`src/rtl/mux_4_1_scanner_if.sv`:
```
// Handshake/bus bundle between the mux_4_1 scan sequencer and its environment.
// The slave modport is the scanner; the master modport is the environment driving it.
interface mux_4_1_scanner_if;
  logic       start;
  logic       cont;
  logic [3:0] ch_en;
  logic       y_in;
  logic [1:0] sel;
  logic [3:0] frame;
  logic       frame_valid;
  logic       frame_ready;
  logic       busy;
  logic [7:0] frame_cnt;

  modport slave (
    input  start, cont, ch_en, y_in, frame_ready,
    output sel, frame, frame_valid, busy, frame_cnt
  );

  modport master (
    output start, cont, ch_en, y_in, frame_ready,
    input  sel, frame, frame_valid, busy, frame_cnt
  );
endinterface

```
`src/rtl/mux_4_1_scanner.sv`:
```
// Scan sequencer for mux_4_1: steps sel over the enabled channels, samples y after a dwell,
// and hands the assembled 4-bit frame downstream over valid/ready.
module mux_4_1_scanner #(
  parameter int unsigned DWELL = 4,
  parameter int unsigned CW    = 8
) (
  input logic               clk,
  input logic               rst,
  mux_4_1_scanner_if.slave  bus
);

  typedef enum logic [1:0] {
    S_IDLE  = 2'd0,
    S_DWELL = 2'd1,
    S_DONE  = 2'd2
  } state_t;

  localparam logic [CW-1:0] RELOAD_C = CW'(DWELL - 1);
  localparam logic [CW-1:0] ONE_C    = {{(CW-1){1'b0}}, 1'b1};

  state_t        state_q;
  logic [1:0]    sel_q;
  logic [3:0]    frame_q;
  logic [3:0]    shadow_q;
  logic [3:0]    en_q;
  logic          frame_valid_q;
  logic          busy_q;
  logic [7:0]    frame_cnt_q;
  logic [CW-1:0] cnt_q;

  logic [3:0]    shadow_d;
  logic [2:0]    next_s;
  logic [1:0]    first_s;
  logic          xfer_s;
  logic          accept_s;

  function automatic logic [1:0] lowest_ch(input logic [3:0] mask);
    logic [1:0] r;
    r = 2'd0;
    for (int i = 3; i >= 0; i--) begin
      if (mask[i]) r = 2'(i);
    end
    return r;
  endfunction

  // Returns {found, channel} for the lowest enabled channel strictly above cur.
  function automatic logic [2:0] next_above(input logic [3:0] mask, input logic [1:0] cur);
    logic [2:0] r;
    r = 3'b000;
    for (int i = 3; i >= 0; i--) begin
      if ((i > int'(cur)) && mask[i]) r = {1'b1, 2'(i)};
    end
    return r;
  endfunction

  // Next-sample shadow, channel stepping and handshake/acceptance decode.
  always_comb begin
    shadow_d         = shadow_q;
    shadow_d[sel_q]  = bus.y_in;
    next_s           = next_above(en_q, sel_q);
    first_s          = lowest_ch(bus.ch_en);
    xfer_s           = (state_q == S_DONE) && frame_valid_q && bus.frame_ready;
    accept_s         = (bus.ch_en != 4'b0000) &&
                       (((state_q == S_IDLE) && (bus.start || bus.cont)) ||
                        (xfer_s && bus.cont));
  end

  // Scan FSM with all outputs registered.
  always_ff @(posedge clk) begin
    if (rst) begin
      state_q       <= S_IDLE;
      sel_q         <= 2'd0;
      frame_q       <= 4'd0;
      shadow_q      <= 4'd0;
      en_q          <= 4'd0;
      frame_valid_q <= 1'b0;
      busy_q        <= 1'b0;
      frame_cnt_q   <= 8'd0;
      cnt_q         <= {CW{1'b0}};
    end else begin
      if (xfer_s) begin
        frame_cnt_q <= frame_cnt_q + 8'd1;
      end
      // A transfer with cont high restarts here, so back-to-back scans have no IDLE gap.
      if (accept_s) begin
        en_q          <= bus.ch_en;
        shadow_q      <= 4'd0;
        sel_q         <= first_s;
        cnt_q         <= RELOAD_C;
        busy_q        <= 1'b1;
        frame_valid_q <= 1'b0;
        state_q       <= S_DWELL;
      end else begin
        case (state_q)
          S_IDLE: begin
            state_q <= S_IDLE;
          end
          S_DWELL: begin
            if (cnt_q != {CW{1'b0}}) begin
              cnt_q <= cnt_q - ONE_C;
            end else begin
              shadow_q <= shadow_d;
              if (next_s[2]) begin
                sel_q <= next_s[1:0];
                cnt_q <= RELOAD_C;
              end else begin
                frame_q       <= shadow_d;
                frame_valid_q <= 1'b1;
                state_q       <= S_DONE;
              end
            end
          end
          S_DONE: begin
            if (xfer_s) begin
              frame_valid_q <= 1'b0;
              busy_q        <= 1'b0;
              state_q       <= S_IDLE;
            end else begin
              state_q <= S_DONE;
            end
          end
          default: begin
            state_q <= S_IDLE;
          end
        endcase
      end
    end
  end

  assign bus.sel         = sel_q;
  assign bus.frame       = frame_q;
  assign bus.frame_valid = frame_valid_q;
  assign bus.busy        = busy_q;
  assign bus.frame_cnt   = frame_cnt_q;

endmodule
```
`src/flat_wrapper.sv`:
```
// flat-port wrapper written by rule: the top's interface ports become plain ports
module mux_4_1_scanner_flat 
#(
  parameter int unsigned DWELL = 4,
  parameter int unsigned CW    = 8
)
  (clk, rst, bus_start, bus_cont, bus_ch_en, bus_y_in, bus_frame_ready, bus_sel, bus_frame, bus_frame_valid, bus_busy, bus_frame_cnt);
  mux_4_1_scanner_if bus_i ();
  input logic clk;
  input logic rst;
  input wire logic [$bits(bus_i.start)-1:0] bus_start;
  input wire logic [$bits(bus_i.cont)-1:0] bus_cont;
  input wire logic [$bits(bus_i.ch_en)-1:0] bus_ch_en;
  input wire logic [$bits(bus_i.y_in)-1:0] bus_y_in;
  input wire logic [$bits(bus_i.frame_ready)-1:0] bus_frame_ready;
  output wire logic [$bits(bus_i.sel)-1:0] bus_sel;
  output wire logic [$bits(bus_i.frame)-1:0] bus_frame;
  output wire logic [$bits(bus_i.frame_valid)-1:0] bus_frame_valid;
  output wire logic [$bits(bus_i.busy)-1:0] bus_busy;
  output wire logic [$bits(bus_i.frame_cnt)-1:0] bus_frame_cnt;
  assign bus_i.start = bus_start;
  assign bus_i.cont = bus_cont;
  assign bus_i.ch_en = bus_ch_en;
  assign bus_i.y_in = bus_y_in;
  assign bus_i.frame_ready = bus_frame_ready;
  assign bus_sel = bus_i.sel;
  assign bus_frame = bus_i.frame;
  assign bus_frame_valid = bus_i.frame_valid;
  assign bus_busy = bus_i.busy;
  assign bus_frame_cnt = bus_i.frame_cnt;
  mux_4_1_scanner #(.DWELL(DWELL), .CW(CW)) u_core (.clk(clk), .rst(rst), .bus(bus_i));
endmodule
```
`config.mk`:
```
export PLATFORM = sky130hd
export DESIGN_NAME = mux_4_1_scanner_flat
export DESIGN_NICKNAME = d
export VERILOG_FILES = /design/src/rtl/mux_4_1_scanner_if.sv /design/src/rtl/mux_4_1_scanner.sv /design/src/flat_wrapper.sv
export SDC_FILE = /design/constraint.sdc
export NUM_CORES = 1
export LEC_CHECK = 0
export ABC_AREA = 1
export ABC_CLOCK_PERIOD_IN_PS = 2200
export BUFFER_PORTS_ARGS = -buffer_cell sky130_fd_sc_hd__buf_2
export CAP_MARGIN = 40
export CORE_UTILIZATION = 45
export DETAILED_ROUTE_END_ITERATION = 16
export GPL_TIMING_DRIVEN = 0
export PLACE_DENSITY_LB_ADDON = 0.2
export SLEW_MARGIN = 0
export SYNTH_ARGS = -nofsm -noshare
export SYNTH_HDL_FRONTEND = slang
export SYNTH_SLANG_ARGS = --single-unit
```
`constraint.sdc`:
```
create_clock -name clk -period 2.2 [get_ports clk]
set_input_delay 0.33 -clock clk [delete_from_list [all_inputs] [get_ports clk]]
set_output_delay 0.33 -clock clk [all_outputs]
set_load 0.03 [all_outputs]
```
# Word level (Yosys, flattened, before mapping)

Cells that the tools add are included.

Add/sub/neg operators: 2
$lt $le $gt $ge: 5
Equal/unequal tests: 8
Mux-type cells: 29
Bitwise gates (word level): 3
Reduce and logical (&&, ||, !) cells: 31

Operator list:

| kind                                                                         | count |
|---|---|
| 2-bit 2-to-1 mux                                                             | 13 |
| 8-bit 2-to-1 mux                                                             | 2 |
| 2-bit AND reduction                                                          | 6 |
| 2-bit nonzero test                                                           | 6 |
| 1-bit logical AND                                                            | 9 |
| 3-bit 2-to-1 mux                                                             | 3 |
| 8-bit by 1-bit adder with 8-bit output, second input constant                | 1 |
| 4-bit AND reduction                                                          | 2 |
| 8-bit nonzero test                                                           | 1 |
| 8-bit by 1-bit subtractor with 8-bit output, second input constant           | 1 |
| 1-bit 2-to-1 mux                                                             | 7 |
| 4-bit bitwise mux                                                            | 1 |
| 2-bit > comparator, first input constant                                     | 2 |
| 2-bit by 1-bit inequality test with 1-bit output, second input constant      | 2 |
| 2-bit inequality test, second input constant                                 | 2 |
| 2-bit one-hot mux with 2 select lines                                        | 1 |
| 4-bit nonzero test                                                           | 1 |
| 2-bit by 3-bit less-than comparator with 1-bit output, second input constant | 1 |
| 3-bit by 2-bit inequality test with 1-bit output, second input constant      | 1 |
| 3-bit inequality test, second input constant                                 | 1 |
| 1-bit NOT                                                                    | 3 |
| 3-bit AND reduction                                                          | 1 |
| 3-bit nonzero test                                                           | 1 |
| 1-bit demux with 2-bit select                                                | 1 |
| 8 further kinds                                                              | 9 |

Bits in registers: 34
Input port bits: 10
Word-level logic and storage cells: 89

# Longest topological paths before layout

Depth in word-level cells: 9
Mapped depth: 11
Gate-level depth less buffers: 11

# Least setup slack after synthesis

No wires, ideal clock.

Path type: flip-flop to flip-flop
Start point: register u_core.sel_q[1] (netlist: u_core.bus.sel[1])
End point: register u_core.frame_valid_q (netlist: u_core.bus.frame_valid)
Data arrival time: 1,336 ps
Data required time: 2,082 ps
Setup slack: 746 ps
Stages on the path, launching flop included: 9
Clock period less this slack: 1,454 ps
Cells stage by stage: dfxtp_1 > nand2_2 > nand2_2 > nand3_2 > nand2_2 > nand2_2 > buf_6 > o21ai_1 > a21oi_2

Longest elaborated chain between the ends: 7
Elaborated cells on any way between the ends: 11
Classes of those cells: order compare: 3; eq/ne: 1; mux: 3; reduce/logical: 4

Ends and longest elaborated chain:

| what                              | RTL line               | RTL |
|---|---|---|
| start: declaration                | mux_4_1_scanner.sv:22  | `logic [1:0] sel_q;` |
| start signal: assignment          | mux_4_1_scanner.sv:88  | `sel_q <= first_s;` |
| start signal: assignment          | mux_4_1_scanner.sv:104 | `sel_q <= next_s[1:0];` |
| 2-bit > comparator                | mux_4_1_scanner.sv:51  | `if ((i > int'(cur)) && mask[i]) r = {1'b1, 2'(i)};` |
| 1-bit logical AND                 | mux_4_1_scanner.sv:51  |  |
| 3-bit 2-to-1 mux (2 in a row)     | mux_4_1_scanner.sv:51  |  |
| 3-bit 2-to-1 mux *                | mux_4_1_scanner.sv:51  |  |
| 2-bit inequality test (no line) * | n/a                    |  |
| 4-bit AND reduction (no line) *   | n/a                    |  |
| end signal: assignment            | mux_4_1_scanner.sv:76  | `frame_valid_q <= 1'b0;` |
| end signal: assignment            | mux_4_1_scanner.sv:91  | `frame_valid_q <= 1'b0;` |
| end signal: assignment            | mux_4_1_scanner.sv:108 | `frame_valid_q <= 1'b1;` |
| end: declaration                  | mux_4_1_scanner.sv:26  | `logic frame_valid_q;` |

Every way passes the cells marked *; elsewhere a longest branch is shown, timed or not.
A chain may end at the register's enable or synchronous reset.

# Worst setup path after layout

Start point: register u_core.state_q[0]
End point: register u_core.cnt_q[3]

Longest elaborated chain between the ends: 7
Elaborated cells on any way between the ends: 11
Classes of those cells: eq/ne: 2; reduce/logical: 9

Ends and longest elaborated chain:

| what                           | RTL line               | RTL |
|---|---|---|
| start: declaration             | mux_4_1_scanner.sv:21  | `state_t state_q;` |
| start signal: assignment       | mux_4_1_scanner.sv:71  | `state_q <= S_IDLE;` |
| start signal: assignment       | mux_4_1_scanner.sv:92  | `state_q <= S_DWELL;` |
| start signal: assignment       | mux_4_1_scanner.sv:96  | `state_q <= S_IDLE;` |
| 2-bit equality test            | mux_4_1_scanner.sv:62  | `xfer_s = (state_q == S_DONE) && frame_valid_q && bus.frame_ready;` |
| 1-bit logical AND (2 in a row) | mux_4_1_scanner.sv:62  |  |
| 1-bit logical AND              | mux_4_1_scanner.sv:65  | `(xfer_s && bus.cont));` |
| 1-bit logical OR               | mux_4_1_scanner.sv:64  | `(((state_q == S_IDLE) && (bus.start \|\| bus.cont)) \|\|` |
| 1-bit logical AND              | mux_4_1_scanner.sv:63  | `accept_s = (bus.ch_en != 4'b0000) &&` |
| 2-bit OR reduction (no line)   | n/a                    |  |
| end signal: assignment         | mux_4_1_scanner.sv:79  | `cnt_q <= {CW{1'b0}};` |
| end signal: assignment         | mux_4_1_scanner.sv:100 | `cnt_q <= cnt_q - ONE_C;` |
| end: declaration               | mux_4_1_scanner.sv:29  | `logic [CW-1:0] cnt_q;` |

Parallel ways exist; a longest one is shown, timed or not.

==> results.yml <==
run_status:
  result_of_the_run: "complete, no violations"
setup_path:
  reg2reg_slack_ps: 540
  worst_setup_path_end_kind: "flop"
  path_class: "reg -> reg"
  worst_r2r_path_depth: 11
  crit_fanout: 8
  critPathLaunchType: "flop"
  cp-endpoint: "u_core.cnt_q[3]$_SDFFE_PP0P_"
  r2r_end: "u_core.cnt_q[3]$_SDFFE_PP0P_"
  critPathLaunch: "u_core.state_q[0]$_SDFFE_PP0P_"
  r2r_start: "u_core.state_q[0]$_SDFFE_PP0P_"
  critPathRequiredTime_ps: 2390
  crit_arrival_ps: 1850
grt:
  track_usage: 0.2073
  initial_antenna_violation_count: 0
  grt_pass1_wl_um: 6589
  first_global_vias: 1535
  grt_max_degree: 12
  globalRoute.totalOverflow: 0
clock_network:
  clkSlewWorstSetupHoldPaths_ps: 70
  cts_root_buf: "clkbuf_8"
  cts_buffer_count: 5
  resized_gates_after_cts: 0
  sink_count_of_the_clock_tree: 33
  cts.path.max_buffers: 2
  cts_tree: "yes"
  clk_latency_worst_skew_pair_ps: 290
  htreeDepth: 2
  cts_setup_buffers: 0
  cts-hold-fix-buffers: 0
timing:
  holdWs_ps: 301.7
  setup_total_negative_slack_ps: 0
  finalHoldViolations: 0
  post-route-min-period_ps: 1662
  finalSetupViolCount: 0
  relSlewSlack: 0.6644
  worstMarginPinSlew_ps: 503.4
  setup_repair_after_global_routing_missed_its_margin: "false"
  fmax_mhz: 601.8
  layout_worst_path_cycle_share: 0.7553
  slew_violations: 0
  finClkSkew_ps: 3.538
floorplanning:
  core_area_mm2: 0.003661
  die_height_um: 63.86
  dieArea_mm2: 0.004077
  floorplan.die.width_um: 63.86
  io_pins: 26
  initial_core_util: 0.4703
  rows: 22
layout:
  layout.nets: 302
  finalInstanceArea_mm2: 0.001988
  final_common_cell: "nand2_1"
  layoutNonFillerInstCount: 335
  syn2layout_area_growth_pct: 15.48
  antenna-diode-count: 0
  nFillCells: 380
  commonest_non_fill_non_tap_cells_in_the_layout: "nand2_1, dfxtp_1, nor2_1"
  drive_above_1_share: 0.1916
power:
  peak_vdd_ir_mv: 0.4742
  power_per_cell_area_mw_per_mm2: 970.6
  p_leak_nw: 0.9518
flow_run:
  max-cap-violations: 0
synthesis:
  synthMuxAreaShare: 0
  post-synth-top-area-cell: "dfxtp_1"
  synth_simple_gate_area_frac: 0.3474
  synth.net_count: 271
  synth-seq-area-share: 0.3837
  count_of_state_elements_after_synthesis: 33
  synthesis.area_per_instance_um2: 6.752
  synth_top_area_share: 0.3837
  complex_gate_fraction_of_the_synthesized_area: 0.1250
  yosys.area_share.adder: 0.04360
  synth_top_family_by_area: "simple AND/OR/NAND/NOR gates"
  yosys_warnings: 0
  cell_area_after_synthesis_mm2: 0.001722
  ranking_of_synthesized_cells_by_area: "dfxtp_1, nand2_1, nor2_1"
  syn_inst: 255
  yosys.cell_types.count: 26
  post_synth_xor_area_fraction: 0.01526
place:
  io_buffer_count: 24
  place.detailed.instances: 327
  placed_standard_cell_area_mm2: 0.001902
  hpwlAfterDp_um: 2655
  gp_congestion: 0.7735
routing:
  drt-wirelength-per-cell_um: 10.64
  first_pass_iters: 4
  vias: 1631
  post-route-drc-count: 0
  route.final.wire_length_um: 3566
  via_per_inst: 4.869
  dr.first_iter.drc_count: 51
  detail-route-antenna-nets: 0
worst_hold_path:
  worst_hold_path.num_cells: 3
  hold_path_class: "in -> reg"
-- where the power goes --
part,leakage (nW),internal [W],switching (W)
clock,0.0439,0.000218,0.000234
combinational,0.639,0.000252,0.000496
sequential,0.269,0.000672,0.0000576
total,0.952,0.00114,0.000788
-- layout make-up --
cell class | count | area, µm² | share of cell area
multi-input cells | 187 | 914.6 | 0.4600
flip-flops and latches | 33 | 660.6 | 0.3323
repair buffers | 24 | 120.1 | 0.06042
inverters | 30 | 117.6 | 0.05916
clock buffers | 5 | 68.82 | 0.03461
well taps | 48 | 60.06 | 0.03021
plain buffers | 5 | 28.78 | 0.01447
clock inverters | 3 | 17.52 | 0.008811
-- stage by stage --
stage                     total power [W]  setup slack [ps]    util
final                            0.001930             538.3  0.5431
after global routing             0.002097             254.3  0.5431
after CTS                        0.001949             507.6  0.5431
after detailed placement         0.001489             521.6  0.5195
after global placement           0.001488             537.4  0.5195
after floorplan                  0.001337             746.3       -
-- metal layers --
| metal | track usage | up-vias | wire [µm] |
|---|---|---|---|
| met4 | 0.09375 | 0 | 76 |
| met3 | 0.05000 | 7 | 156 |
| met5 | 0 | - | 0 |
| met2 | 0.3245 | 29 | 1551 |
| li1 | - | 878 | - |
| met1 | 0.2679 | 717 | 1782 |
-- cell families (layout without fill, tap and decap cells) --
family / count (synthesis) / in the layout
compound gates: 40 / 40
xor+xnor: 3 / 3
fa+ha+maj: 6 / 6
buf+inv: 35 / 67
flops: 33 / 33
simple gates: 138 / 138
-- flip-flops by register name, summed over array words and instances (netlist names) --
signal	flops
u_core.bus.frame_valid	1
u_core.bus.frame_cnt	8
u_core.shadow_q	4
u_core.bus.busy	1
u_core.bus.frame	4
u_core.state_q	2
u_core.en_q	3
u_core.bus.sel	2
u_core.cnt_q	8
-- worst max-delay path, cell delays in order (launching register included) --
cell and delay [ps]:
dfxtp_1 310, inv_1 90, ha_1 200, nand3_1 130, nand2_1 130, nand3_2 140, nand2_2 220, inv_2 70
nand2_1 90, inv_2 60, nand2_1 60, nor2_1 40
-- cells in the mapped netlist --
| library cell | count |
|---|---|
| nor2_1 | 32 |
| inv_1 | 25 |
| xor2_1 | 2 |
| clkinv_4 | 1 |
| o21ai_1 | 3 |
| a21oi_2 | 3 |
| nor3_2 | 1 |
| clkbuf_1 | 2 |
| nand2_2 | 6 |
| buf_2 | 2 |
| and3_1 | 1 |
| nand3_1 | 17 |
| inv_2 | 4 |
| nand4_1 | 2 |
| xnor2_1 | 1 |
| nor3_1 | 7 |
| nand3_2 | 2 |
| dfxtp_1 | 33 |
| ha_1 | 6 |
| o21ai_0 | 10 |
| buf_6 | 1 |
| nand2_1 | 67 |
| o21ai_2 | 1 |
| nand3b_1 | 1 |
| nor2_2 | 2 |
| a21oi_1 | 23 |
-- worst min path at each step --
stage	from	to
2_1_floorplan	u_core.en_q[2]$_SDFFE_PP0P_	u_core.en_q[2]$_SDFFE_PP0P_
3_5_place_dp	u_core.en_q[2]$_SDFFE_PP0P_	u_core.en_q[2]$_SDFFE_PP0P_
6_report	bus_ch_en[2]	u_core.en_q[2]$_SDFFE_PP0P_
4_1_cts	bus_ch_en[2]	u_core.en_q[2]$_SDFFE_PP0P_
3_3_place_gp	u_core.en_q[2]$_SDFFE_PP0P_	u_core.en_q[2]$_SDFFE_PP0P_
5_1_grt	bus_ch_en[1]	u_core.en_q[1]$_SDFFE_PP0P_
No activity file was read; power rests on OpenSTA's default activity.
